[src/rtl/weight_stream_loader.sv]
// Streams one weight file from the combinational weight ROM, in row-major order,
// to the systolic-array injection port over a valid/ready handshake.
module weight_stream_loader #(
    parameter int ROWS      = 64,
    parameter int COLS      = 64,
    parameter int NUM_FILES = 10,
    parameter int W         = 32,
    parameter int A         = 12
) (
    input  logic         clk,
    input  logic         rst_n,
    input  logic         start,
    input  logic [A-1:0] file_sel,
    output logic         busy,
    output logic         done,
    output logic         err,
    output logic [A-1:0] rom_file,
    output logic [A-1:0] rom_row,
    output logic [A-1:0] rom_col,
    input  logic [W-1:0] rom_data,
    output logic [W-1:0] w_data,
    output logic [A-1:0] w_row,
    output logic [A-1:0] w_col,
    output logic         w_last,
    output logic         w_valid,
    input  logic         w_ready
);

    typedef enum logic [1:0] {
        IDLE,
        RUN,
        DRAIN,
        DONE
    } state_t;

    localparam logic [A-1:0] LAST_ROW   = A'(ROWS - 1);
    localparam logic [A-1:0] LAST_COL   = A'(COLS - 1);
    localparam logic [A:0]   FILE_LIMIT = (A + 1)'(NUM_FILES);

    state_t state;
    logic   load;
    logic   at_last;
    logic   file_ok;

    // The output register can take a new beat when empty or when its beat is being accepted.
    assign load    = !w_valid || w_ready;
    assign at_last = (rom_row == LAST_ROW) && (rom_col == LAST_COL);
    assign file_ok = {1'b0, file_sel} < FILE_LIMIT;

    always_ff @(posedge clk) begin
        if (!rst_n) begin
            state    <= IDLE;
            busy     <= 1'b0;
            done     <= 1'b0;
            err      <= 1'b0;
            rom_file <= '0;
            rom_row  <= '0;
            rom_col  <= '0;
            w_data   <= '0;
            w_row    <= '0;
            w_col    <= '0;
            w_last   <= 1'b0;
            w_valid  <= 1'b0;
        end else begin
            done <= 1'b0;
            err  <= 1'b0;
            case (state)
                IDLE: begin
                    if (start) begin
                        if (file_ok) begin
                            rom_file <= file_sel;
                            rom_row  <= '0;
                            rom_col  <= '0;
                            busy     <= 1'b1;
                            state    <= RUN;
                        end else begin
                            err <= 1'b1;
                        end
                    end
                end
                RUN: begin
                    if (load) begin
                        w_data  <= rom_data;
                        w_row   <= rom_row;
                        w_col   <= rom_col;
                        w_last  <= at_last;
                        w_valid <= 1'b1;
                        // Counters park on the final address until DONE clears them.
                        if (at_last) begin
                            state <= DRAIN;
                        end else if (rom_col == LAST_COL) begin
                            rom_col <= '0;
                            rom_row <= rom_row + 1'b1;
                        end else begin
                            rom_col <= rom_col + 1'b1;
                        end
                    end
                end
                DRAIN: begin
                    if (w_ready) begin
                        w_valid <= 1'b0;
                        w_last  <= 1'b0;
                        busy    <= 1'b0;
                        state   <= DONE;
                    end
                end
                DONE: begin
                    done    <= 1'b1;
                    rom_row <= '0;
                    rom_col <= '0;
                    state   <= IDLE;
                end
                default: state <= IDLE;
            endcase
        end
    end

endmodule
[config.mk]
export PLATFORM = sky130hd
export DESIGN_NAME = weight_stream_loader
export DESIGN_NICKNAME = d
export VERILOG_FILES = /design/src/rtl/weight_stream_loader.sv
export SDC_FILE = /design/constraint.sdc
export NUM_CORES = 1
export LEC_CHECK = 0
export CORE_MARGIN = 3
export CORE_UTILIZATION = 48
export DETAILED_ROUTE_END_ITERATION = 8
export PLACE_DENSITY = 0.85
export SYNTH_ARGS = -nofsm -noshare
export SYNTH_HDL_FRONTEND = slang
export SYNTH_SLANG_ARGS = --single-unit
[constraint.sdc]
create_clock -name clk -period 6.8 [get_ports clk]
set_clock_uncertainty 0.15 [all_clocks]
set_input_delay 1.36 -clock clk [delete_from_list [all_inputs] [get_ports clk]]
set_output_delay 1.36 -clock clk [all_outputs]
set_load 0.01 [all_outputs]
Word level (Yosys, flattened, before mapping)
Cells that the tools add are included.
{ "word_totals": {"reg_bits": 99, "in_bits": 48, "output_inout_bits": 97, "word_cells": 68} }
{ "classes": {"n_addsub": 2, "n_lt_le_gt_ge": 1, "eq_ne": 12, "mux": 26, "n_reduce_logical": 15} }
{ "ops": {"columns": ["op", "n"], "rows": [
  ["two-way mux 12 bit", 8],
  ["case mux 12 bit (3 select lines)", 2],
  ["adder 12 x 1 -> 12 bit (second input constant)", 2],
  ["== test 12 x 6 -> 1 bit (second input constant)", 2],
  ["!= test 2 bit (second input constant)", 7],
  ["less-than comparator 12 x 4 -> 1 bit (second input constant)", 1],
  ["two-way mux 2 bit", 5],
  ["AND reduction 5 bit", 2],
  ["AND reduction 3 bit", 3],
  ["case mux 2 bit (4 select lines)", 1],
  ["two-way mux 1 bit", 7],
  ["case mux 1 bit (2 select lines)", 3],
  ["AND reduction 6 bit", 1],
  ["== test 2 bit (second input constant)", 2],
  ["AND reduction 4 bit", 1],
  ["nonzero test 2 bit", 2],
  ["nonzero test 3 bit", 1],
  ["== test 2 x 1 -> 1 bit (second input constant)", 1],
  ["logical NOT 2 bit", 1],
  ["AND reduction 2 bit", 1],
  ["logical AND 1 bit", 1],
  ["logical NOT 1 bit", 1],
  ["logical OR 1 bit", 1]
]} }

Depth between registers and ports, before layout
{ "logic_depth": {"depth_word": 5, "ltp_mapped": 9, "mapped_depth_nobuf": 7} }

Worst setup path after synthesis
Ideal clock, no wire load.
{ "synth_path": {"path_type": "input to register", "startpoint": "input port file_sel[11]", "endpoint": "register rom_col[7]", "setup_time_ns": 0.079, "t_arrival_ns": 2.919, "t_required_ns": 6.571, "setup_slack_ns": 3.651, "cell_stages": 5, "path_buffers": 0, "cell_sequence": "nor4_1 a41o_1 nand4_1 or4_1 o211ai_1"} }
{ "synth_via": {"elab_chain_len": 3} }
{ "synth_rtl": {"columns": ["element", "line", "source"], "rows": [
  ["start: declaration", "13", "input logic [A-1:0] file_sel,"],
  ["less-than comparator 12 x 4 -> 1 bit", "48", "assign file_ok = {1'b0, file_sel} < FILE_LIMIT;"],
  ["!= test 2 bit (no line)", null, null],
  ["AND reduction 5 bit (no line)", null, null],
  ["end signal: assignment", "95", "rom_col <= rom_col + 1'b1;"],
  ["end: declaration", "19", "output logic [A-1:0] rom_col,"]
]} }
No other way between the ends.
A chain may end at the register's enable or synchronous reset.

==> flow_summary_export.csv <==
group,metric,value,unit
synthesis,synthDistinctLibCells,44,
power_and_ir_drop,combPwrFrac,12.3,%
placed_design,port_buffers,144,
sta,max_freq,242,MHz
drt,post_drt_wl_per_cell,15.1,um
critical_path,rrSetupSlack,3490,ps
synthesis,synthArstFlopShare,0,%
critical_path,crit_type,"in2reg",
power_and_ir_drop,switchingPower,283,uW
critical_path,worstPathMaxFanout,38,
synthesis,synth_nets,567,
finish,regArea,1980,um2
synthesis,synth-seq-cells,99,
sta,hold_viol,0,
grt,antenna_found_initial,0,
placed_design,globalplace.congestion,0.882,
cts,cts_tree,"built",
sta,rsz0062_at_grt,"false",
die,core,8260,um2
die,io_pins,145,
cts,cts_buffers,9,
die,start_util,49.6,%
die,row_count,33,
critical_path,crit_start,"rst_n",
sta,finalMaxSlewViolations,0,
critical_path,worstReg2RegStart,"state[1]",
sta,relSlewSlack,27.1,%
finish,fin_cells,750,
sta,period_needed,4130,ps
finish,antennaDiodeCount,0,
critical_path,worstPathArrival,4250,ps
sta,tightest_slew,1090,ps
placed_design,place_area,5580,um2
power_and_ir_drop,power.internal,837,uW
min_path,worstHoldPathType,"reg2reg",
power_and_ir_drop,power_frac_clock,34.1,%
drt,drc_errors,0,
synthesis,ys_warn_count,0,
cts,root_buffer,"clkbuf_8",
power_and_ir_drop,ir_drop,0.000134,V
finish,final_cell_area,5780,um2
cts,cts_resized,0,
drt,vias_per_cell,5.52,
grt,track_usage,23.4,%
die,dieArea,9670,um2
power_and_ir_drop,p_seq_share,53.5,%
cts,clk_pin_slew,80,ps
placed_design,place_inst,734,
outcome,status,"finished clean",
finish,multi_input_area,1960,um2
die,die_w,98.4,um
synthesis,syn_area,4090,um2
power_and_ir_drop,switching_share,25.3,%
cts,postCtsSetupRepairBufs,0,
finish,areaGrowthSynthToFinish,41.3,%
finish,drive_gt1_share,4.34,%
cts,clk-insertion-delay-late,360,ps
drt,dr.pass1.iters,4,
grt,grt_pass1_vias,4047,
grt,grt_max_degree,61,
critical_path,worstSetupEndpointType,"register",
grt,grt_overflow_total,0,
drt,drt-total-wl,11400,um
cts,cts-hold-fix-buffers,0,
power_and_ir_drop,pwr_density_cell,194,nW/um2
critical_path,cp-start-kind,"input port",
die,dieHeight,98.4,um
sta,setup_violations,0,
finish,final_nets,694,
cts,htree_levels,3,
cts,ctsLongestPathBuffers,2,
power_and_ir_drop,leakagePower,1.92,nW
sta,fin_ws,2670,ps
synthesis,synth_enable_flop_cells,0,
sta,fin_tns_setup,0,ps
synthesis,synth_cells,513,
min_path,min_from,"w_row[6]",
drt,drtIter0Drc,218,
grt,grt_first_pass_wirelength,19000,um
cts,cts_num_sinks,99,
synthesis,syn_avg_cell_area,7.98,um2
placed_design,post-place-ws,2330,ps
sta,fin_hold_ws,306,ps
critical_path,crit_required,6930,ps
placed_design,hpwl,8060,um
flow_run,cap_violations,0,
drt,vias,4143,
synthesis,yosysSeqAreaShare,48.4,%
synthesis,synthFlopType,"dfxtp_1",
finish,nFillCells,696,
drt,ant_nets,0,
sta,period_share,60.7,%
cell usage after synthesis, types with 9 or more instances:
| cell type | number | area (um2) |
|---|---|---|
| nand3_1 | 23 | 115 |
| dfxtp_1 | 99 | 1980 |
| o21ai_0 | 15 | 75.1 |
| nor2_1 | 9 | 33.8 |
| nand2_1 | 142 | 533 |
| and3_1 | 10 | 62.6 |
| inv_1 | 12 | 45.0 |
| clkbuf_1 | 28 | 105 |
| a21oi_1 | 71 | 355 |
cell type report:
class	count	area share (%)
well taps	105	2.27
clock inverters	5	1.04
inverters	13	0.844
multi-input cells	370	33.8
repair buffers	147	25.3
flip-flops and latches	99	34.3
clock buffers	11	2.44
final timing paths:
path / end / cells past startpoint
hold reg to reg: w_row[6] / 2
setup reg to reg: rom_col[7] / 8
setup / recovery: rom_row[11] / 6
hold / removal: w_row[6] / 2
placed cells by master (no fill, tap or decap), types with 6 or more instances in the layout:
cell type        instances
a21oi_1                 71
and3_1                  10
clkbuf_8                10
clkdlybuf4s50_1        144
dfxtp_1                 99
ha_1                     6
inv_1                   12
mux2i_1                  7
nand2_1                141
nand3_1                 23
nand4_1                  8
nor2_1                   8
nor3_1                   8
nor4_1                   8
o211ai_1                 8
o21ai_0                 15
or3_1                    7
or4_1                    8
critical path, cell delays in order:
cell and delay [ps]:
clkdlybuf4s50_1 1080, inv_2 520, buf_4 400, or4_1 510, o32a_1 290, o21ai_0 70
per-layer routing:
layer | wire (um) | track usage, %
met4 | 140 | 5.99
met3 | 991 | 7.21
met5 | 0 | 0
met2 | 5400 | 40.1
met1 | 4820 | 28.6
logic make-up (layout without fill, tap and decap cells):
kind of cell / after synthesis / after routing / synth area share, %
AO/OA/AOI/OAI: 118 / 118 / 16.7
adder cells (fa/ha/maj): 6 / 6 / 1.83
buffers and inverters: 44 / 176 / 4.06
flip-flops: 99 / 99 / 48.4
multiplexers: 8 / 8 / 1.99
AND/OR/NAND/NOR: 238 / 238 / 27.0
power groups by stage:
| stage | Sequential [mW] | Clock (mW) | Combinational [mW] |
|---|---|---|---|
| after floorplan | 0.617 | 0 | 0.0636 |
| after global placement | 0.612 | 0 | 0.136 |
| after detailed placement | 0.613 | 0 | 0.138 |
| after CTS | 0.599 | 0.391 | 0.139 |
| after global routing | 0.601 | 0.413 | 0.151 |
| final | 0.599 | 0.382 | 0.138 |
stage by stage:
step           power, mW  util [%]
6_report            1.12      70.0
5_1_grt             1.17      70.0
4_1_cts             1.13      70.0
3_5_place_dp       0.751      67.6
3_3_place_gp       0.748      67.6
2_1_floorplan      0.681         -
flip-flops by register name, summed over array words and instances, names as in the netlist:
signal and cells:
busy 1, w_data 32, rom_file 12, rom_col 12, w_last 1, w_col 12
w_row 12, state 2, w_valid 1, rom_row 12, err 1, done 1
(Power assumes the default switching activity.)
